`src/rtl/lock_reset_sequencer.sv`:
```
// Turns the clock manager's asynchronous lock flag into a clean synchronous reset
// for derived-clock logic, restarting the clock manager on lock timeout or lock loss.
module lock_reset_sequencer #(
    parameter logic [31:0] StableCycles   = 32'd1024,
    parameter logic [31:0] TimeoutCycles  = 32'h000FFFFF,
    parameter logic [31:0] DcmResetCycles = 32'd8
) (
    input  logic       clock,
    input  logic       reset,
    input  logic       locked,
    output logic       dcm_reset,
    output logic       sys_reset,
    output logic       ready,
    output logic [7:0] relock_count,
    output logic [7:0] timeout_count
);

    typedef enum logic [1:0] {
        ST_RESET_DCM,
        ST_WAIT_LOCK,
        ST_STABILIZE,
        ST_RUN
    } state_t;

    state_t      r_state;
    logic [31:0] r_cnt;
    logic [1:0]  r_sync;
    logic        r_dcm_reset;
    logic        r_sys_reset;
    logic        r_ready;
    logic [7:0]  r_relock_count;
    logic [7:0]  r_timeout_count;
    logic        w_locked_s;

    assign w_locked_s = r_sync[1];

    // Two-flop synchronizer; locked is asynchronous to clock.
    always_ff @(posedge clock) begin
        if (reset) begin
            r_sync <= 2'b00;
        end else begin
            r_sync <= {r_sync[0], locked};
        end
    end

    // Outputs are registered alongside the state so they always equal the
    // decode of the state that is currently held.
    always_ff @(posedge clock) begin
        if (reset) begin
            r_state         <= ST_RESET_DCM;
            r_cnt           <= 32'd0;
            r_dcm_reset     <= 1'b1;
            r_sys_reset     <= 1'b1;
            r_ready         <= 1'b0;
            r_relock_count  <= 8'd0;
            r_timeout_count <= 8'd0;
        end else begin
            case (r_state)
                ST_RESET_DCM: begin
                    if (r_cnt == DcmResetCycles - 32'd1) begin
                        r_state     <= ST_WAIT_LOCK;
                        r_cnt       <= 32'd0;
                        r_dcm_reset <= 1'b0;
                    end else begin
                        r_cnt <= r_cnt + 32'd1;
                    end
                end

                ST_WAIT_LOCK: begin
                    // Lock seen on the timeout cycle wins; no timeout is counted.
                    if (w_locked_s) begin
                        r_state <= ST_STABILIZE;
                        r_cnt   <= 32'd0;
                    end else if (r_cnt == TimeoutCycles - 32'd1) begin
                        r_state     <= ST_RESET_DCM;
                        r_cnt       <= 32'd0;
                        r_dcm_reset <= 1'b1;
                        if (r_timeout_count != 8'hFF) begin
                            r_timeout_count <= r_timeout_count + 8'd1;
                        end
                    end else begin
                        r_cnt <= r_cnt + 32'd1;
                    end
                end

                ST_STABILIZE: begin
                    if (!w_locked_s) begin
                        r_state <= ST_WAIT_LOCK;
                        r_cnt   <= 32'd0;
                    end else if (r_cnt == StableCycles - 32'd1) begin
                        r_state     <= ST_RUN;
                        r_cnt       <= 32'd0;
                        r_sys_reset <= 1'b0;
                        r_ready     <= 1'b1;
                    end else begin
                        r_cnt <= r_cnt + 32'd1;
                    end
                end

                ST_RUN: begin
                    if (!w_locked_s) begin
                        r_state     <= ST_RESET_DCM;
                        r_cnt       <= 32'd0;
                        r_dcm_reset <= 1'b1;
                        r_sys_reset <= 1'b1;
                        r_ready     <= 1'b0;
                        if (r_relock_count != 8'hFF) begin
                            r_relock_count <= r_relock_count + 8'd1;
                        end
                    end
                end

                default: begin
                    r_state     <= ST_RESET_DCM;
                    r_cnt       <= 32'd0;
                    r_dcm_reset <= 1'b1;
                    r_sys_reset <= 1'b1;
                    r_ready     <= 1'b0;
                end
            endcase
        end
    end

    assign dcm_reset     = r_dcm_reset;
    assign sys_reset     = r_sys_reset;
    assign ready         = r_ready;
    assign relock_count  = r_relock_count;
    assign timeout_count = r_timeout_count;

endmodule

```
`config.mk`:
```
export PLATFORM = sky130hd
export DESIGN_NAME = lock_reset_sequencer
export DESIGN_NICKNAME = d
export VERILOG_FILES = /design/src/rtl/lock_reset_sequencer.sv
export SDC_FILE = /design/constraint.sdc
export NUM_CORES = 1
export LEC_CHECK = 0
export BUFFER_PORTS_ARGS = -buffer_cell sky130_fd_sc_hd__clkbuf_2
export CORE_ASPECT_RATIO = 1.5
export CORE_MARGIN = 4
export CORE_UTILIZATION = 54
export DETAILED_ROUTE_END_ITERATION = 10
export PLACE_DENSITY = 0.76
export SLEW_MARGIN = 20
export SYNTH_ARGS = -nofsm -noshare
export SYNTH_HDL_FRONTEND = slang
export SYNTH_SLANG_ARGS = --single-unit
```
`constraint.sdc`:
```
create_clock -name clock -period 2.3 [get_ports clock]
set_input_delay 0.115 -clock clock [delete_from_list [all_inputs] [get_ports clock]]
set_output_delay 0.115 -clock clock [all_outputs]
set_load 0.02 [all_outputs]
```
# Word-level counts from Yosys, hierarchy flattened
# Index checks and enable logic that the tools add are counted.
dict set report op_classes {
  addsub 3
  n_eq_ne 16
  n_mux 26
  n_bitwise 1
  reduce_logical 8
}
# operator n
set ops {}
lappend ops {{2-to-1 mux 32 bit} 6}
lappend ops {{case mux 32 bit (4 select lines)} 1}
lappend ops {{adder 32 x 1 -> 32 bit (second input constant)} 1}
lappend ops {{equality test 32 x 10 -> 1 bit (second input constant)} 1}
lappend ops {{equality test 32 x 20 -> 1 bit (second input constant)} 1}
lappend ops {{equality test 32 x 3 -> 1 bit (second input constant)} 1}
lappend ops {{adder 8 x 1 -> 8 bit (second input constant)} 2}
lappend ops {{!= test 8 bit (second input constant)} 2}
lappend ops {{2-to-1 mux 2 bit} 6}
lappend ops {{!= test 2 bit (second input constant)} 6}
lappend ops {{AND reduction 4 bit} 3}
lappend ops {{2-to-1 mux 1 bit} 9}
lappend ops {{case mux 2 bit (4 select lines)} 1}
lappend ops {{!= test 3 bit (second input constant)} 2}
lappend ops {{AND reduction 5 bit} 1}
lappend ops {{equality test 2 bit (second input constant)} 2}
lappend ops {{case mux 1 bit (2 select lines)} 2}
lappend ops {{case mux 1 bit (3 select lines)} 1}
lappend ops {{AND reduction 3 bit} 1}
lappend ops {{nonzero test 3 bit} 1}
lappend ops {{equality test 2 x 1 -> 1 bit (second input constant)} 1}
lappend ops {{logical NOT 2 bit} 1}
lappend ops {{nonzero test 2 bit} 1}
lappend ops {{NOT 1 bit} 1}
dict set report word_totals {
  register_bits 55
  input_bits 3
  out_inout_bits 19
  word_cells 62
}

# Depth between registers and ports, before layout
dict set report depth {
  word_depth 4
  mapped_depth 9
}

# Least setup slack after synthesis
# OpenSTA, ideal clock, no wires.
dict set report synth_path {
  path_type {reg2reg}
  from {register r_cnt[0]}
  to {register r_state[1]}
  arrival_time_ns 2.387
  slack_ns -0.157
  stages_incl_launch_ff 8
  period_less_slack_ns 2.457
  cell_sequence {dfxtp_1 ha_1 nand3_1 or3_1 o311a_1 or3b_4 or4_1 a21oi_1}
}
dict set report synth_between {
  elab_chain_len 3
}
# item line
set synth_lines {}
lappend synth_lines {{start: declaration} 26} ;# logic [31:0] r_cnt;
lappend synth_lines {{start signal: assignment} 65} ;# r_cnt <= r_cnt + 32'd1;
lappend synth_lines {{start signal: assignment} 82} ;# r_cnt <= r_cnt + 32'd1;
lappend synth_lines {{start signal: assignment} 96} ;# r_cnt <= r_cnt + 32'd1;
lappend synth_lines {{equality test 32 x 10 -> 1 bit, or another cell as far along} 90} ;# end else if (r_cnt == StableCycles - 32'd1) begin
lappend synth_lines {{!= test 3 bit (no line) or != test 2 bit (tied branches)} -}
lappend synth_lines {{AND reduction 4 bit (no line) (*)} -}
lappend synth_lines {{end signal: assignment} 88} ;# r_state <= ST_WAIT_LOCK;
lappend synth_lines {{end signal: assignment} 91} ;# r_state <= ST_RUN;
lappend synth_lines {{end signal: assignment} 102} ;# r_state <= ST_RESET_DCM;
lappend synth_lines {{end: declaration} 25} ;# state_t r_state;
# Mark *: on every way between the ends. The rest lies on a longest branch, timed or not.
# A chain may end at the register's enable or synchronous reset.

# Worst setup path after layout
dict set report layout_path {
  from {register r_cnt[1]}
  to {register r_state[1]}
}
# The elaborated chain is that of the path after synthesis.

==> impl_metrics.py <==
metrics = {
    "global_route": {
        "grt_max_degree": 32,
        "antenna_found_initial": 0,
        "grt_first_pass_wirelength_mm": 10.6,
        "overflow": 0,
        "grt_util_all_layers_pct": 21.2,
        "grt_pass1_vias": 2504,
    },
    "sta": {
        "setup_ws_ps": 20.1,
        "hold_viol_final": 0,
        "min_period_over_period_pct": 99.1,
        "rsz0062_at_grt": "true",
        "finalSetupViolCount": 0,
        "report.final.slew_viol_count": 0,
        "fin_crit_ps": 2280,
        "fmax_mhz": 439,
        "worst_pin_slew_ps": 607,
        "skew_ps": 6.89,
        "setup_tns_ps": 0,
        "relSlewSlack_pct": 59.2,
    },
    "die": {
        "die_area_mm2": 0.00641,
        "chipWidth_um": 66.7,
        "num_rows": 31,
        "start_util_pct": 56.7,
        "ios": 22,
        "core_mm2": 0.00493,
        "die_y_um": 96.1,
    },
    "min_path": {
        "hold_path.class": "in -> reg",
    },
    "placement": {
        "post-place-ws_ps": -27.6,
        "placed_area_mm2": 0.00319,
        "dp_hpwl_mm": 4.41,
        "portBuffers": 21,
        "gp_congestion": 0.813,
    },
    "clock_network": {
        "cts_max_path_buffers": 2,
        "cts-root-buf": "clkbuf_8",
        "clock_latency_ps": 310,
        "path_clk_slew_ps": 90,
        "cts_buffers": 5,
        "cts_sinks": 55,
        "htree_levels": 2,
        "cts_tree": "done",
    },
    "synthesis": {
        "avgSynthCellArea_um2": 8.04,
        "synthesis.area_mm2": 0.00279,
        "synth_fp_nets": 359,
        "synth-edff-count": 0,
        "ys_ff_latch": 55,
        "synthFlopType": "dfxtp_1",
        "netlist_instances": 347,
        "yosysSeqAreaShare_pct": 39.4,
        "async_reset_ff_share_pct": 0,
        "ys_types": 39,
        "ys_warn_count": 0,
    },
    "routing": {
        "vias": 2561,
        "initialDrtViolationCount": 180,
        "antenna_left": 0,
        "dr.pass1.iters": 4,
        "drt_wl_total_mm": 6.21,
        "routedWlPerCell_um": 13.5,
        "post-route-drc-count": 0,
        "viasPerCell": 5.56,
    },
    "final_layout": {
        "drive_gt1_share_pct": 20.5,
        "num_antenna_cells": 0,
        "nNetsFinal": 406,
        "syn_to_final_growth_pct": 21.2,
        "stdcell_area_mm2": 0.00338,
        "final_util_pct": 68.7,
    },
    "worst_setup_path": {
        "crit_path_end_kind": "register",
        "path_buf_inv": 0,
        "path_cells": "ha_4 > nand3_4 > or3_4 > o311a_1 > or3b_4 > or4_1 > a21oi_1",
        "slowest_delay_ps": 400,
        "worstPathArrival_ps": 2520,
        "slowest_stage": "or4_1",
        "worstSetupStartpointType": "register",
        "crit_required_ps": 2540,
        "crit_family": "simple AND/OR/NAND/NOR gates",
        "criticalPathCategory": "reg -> reg",
        "path_max_fanout": 3,
    },
    "run": {
        "drv_cap": 0,
    },
    "power_and_ir_drop": {
        "power.density_mw_per_mm2": 498,
        "ir_drop_mv": 0.381,
        "power_leakage_nw": 1.24,
    },
    "status": {
        "status": "finished clean",
    },
}
## registers in the layout, indices dropped and copies added (netlist names)
register,flops
dcm_reset,1
r_cnt,32
r_state,2
r_sync,2
ready,1
relock_count,8
sys_reset,1
timeout_count,8
## repair_timing
action                     CTS  global route
setup endpoints to repair    1            25
hold buffers                 0             0
resized for setup            6             8
setup buffers                0             1
gates cloned                 0             0
pin swaps                    4             2
## logic make-up (layout without fill, tap and decap cells)
family | Yosys count | in the layout | share of synthesized area, %
XOR/XNOR | 41 | 41 | 12.9
flip-flops | 55 | 55 | 39.4
multiplexers | 2 | 2 | 0.717
buffers and inverters | 24 | 72 | 3.59
AND/OR/NAND/NOR | 163 | 163 | 28.6
adder cells (fa/ha/maj) | 9 | 9 | 4.03
AO/OA/AOI/OAI | 53 | 53 | 10.8
## Yosys cell counts, types with 2 or more instances
master	count	area share, %
nand2_1	57	7.7
dfxtp_1	55	39
o21ai_0	36	6.5
nor2_1	34	4.6
xnor2_1	22	6.9
xor2_1	19	6.0
nand4_1	16	3.6
clkbuf_1	11	1.5
nand3_1	11	2.0
inv_1	10	1.3
nor4_1	10	2.2
ha_1	9	4.0
nor3_1	8	1.4
and3_1	7	1.6
a21oi_1	5	0.90
or3_1	5	1.1
and4_1	3	0.94
nor2b_1	3	0.67
a211oi_1	2	0.54
a21o_1	2	0.54
clkbuf_2	2	0.36
mux2i_1	2	0.72
nor3b_1	2	0.54
## metal layers
metal | part of all wire (%) | vias up | GRT usage [%]
met5 | 0 | - | 0
met4 | 2.5 | 0 | 9.32
met3 | 3.3 | 13 | 3.86
met2 | 54 | 51 | 38.3
met1 | 40 | 1203 | 23.7
li1 | - | 1294 | -
## area by class of cell
cell class / count / area, um2
repair buffers: 54 / 353
flip-flops and latches: 55 / 1110
fillers: 407 / 1540
inverters: 10 / 37.5
multi-input cells: 268 / 1700
clock buffers: 8 / 100
well taps: 66 / 82.6
## final timing paths
kind | slack [ps] | cells past startpoint | from | endpoint
max reg2reg | 20 | 7 | r_cnt[1] | r_state[1]
max | 20 | 7 | r_cnt[1] | r_state[1]
min | 30 | 2 | locked | r_sync[0]
min reg2reg | 460 | 1 | r_sync[0] | r_sync[1]
## power by group
group          internal [mW]  switching [mW]
logic                 0.0557          0.0693
registers              0.968          0.0132
clock network          0.275           0.304
## cell usage in the layout (no fill, tap or decap), types with 2 or more instances in the layout
master,count
nand2_1,57
dfxtp_1,52
o21ai_0,36
nor2_1,33
buf_4,33
xnor2_1,22
clkbuf_2,21
xor2_1,19
nand4_1,16
inv_1,10
nand3_1,9
ha_1,8
and3_1,7
nor3_1,7
clkbuf_8,7
a21oi_1,5
nor4_1,5
nor4_2,4
or3_1,4
and4_1,3
nor2b_1,3
a211oi_1,2
mux2i_1,2
a21o_1,2
dfxtp_4,2
## metrics by stage
step | std cells | hold WS, ps | power [mW]
floorplan | 347 | 243 | 1.08
global placement | 452 | 325 | 1.12
detailed placement | 452 | 365 | 1.12
CTS | 460 | 37.7 | 1.69
global route | 461 | 45.7 | 1.74
finish | 461 | 32.9 | 1.69
Note: power is estimated with default switching activity, not from simulation.
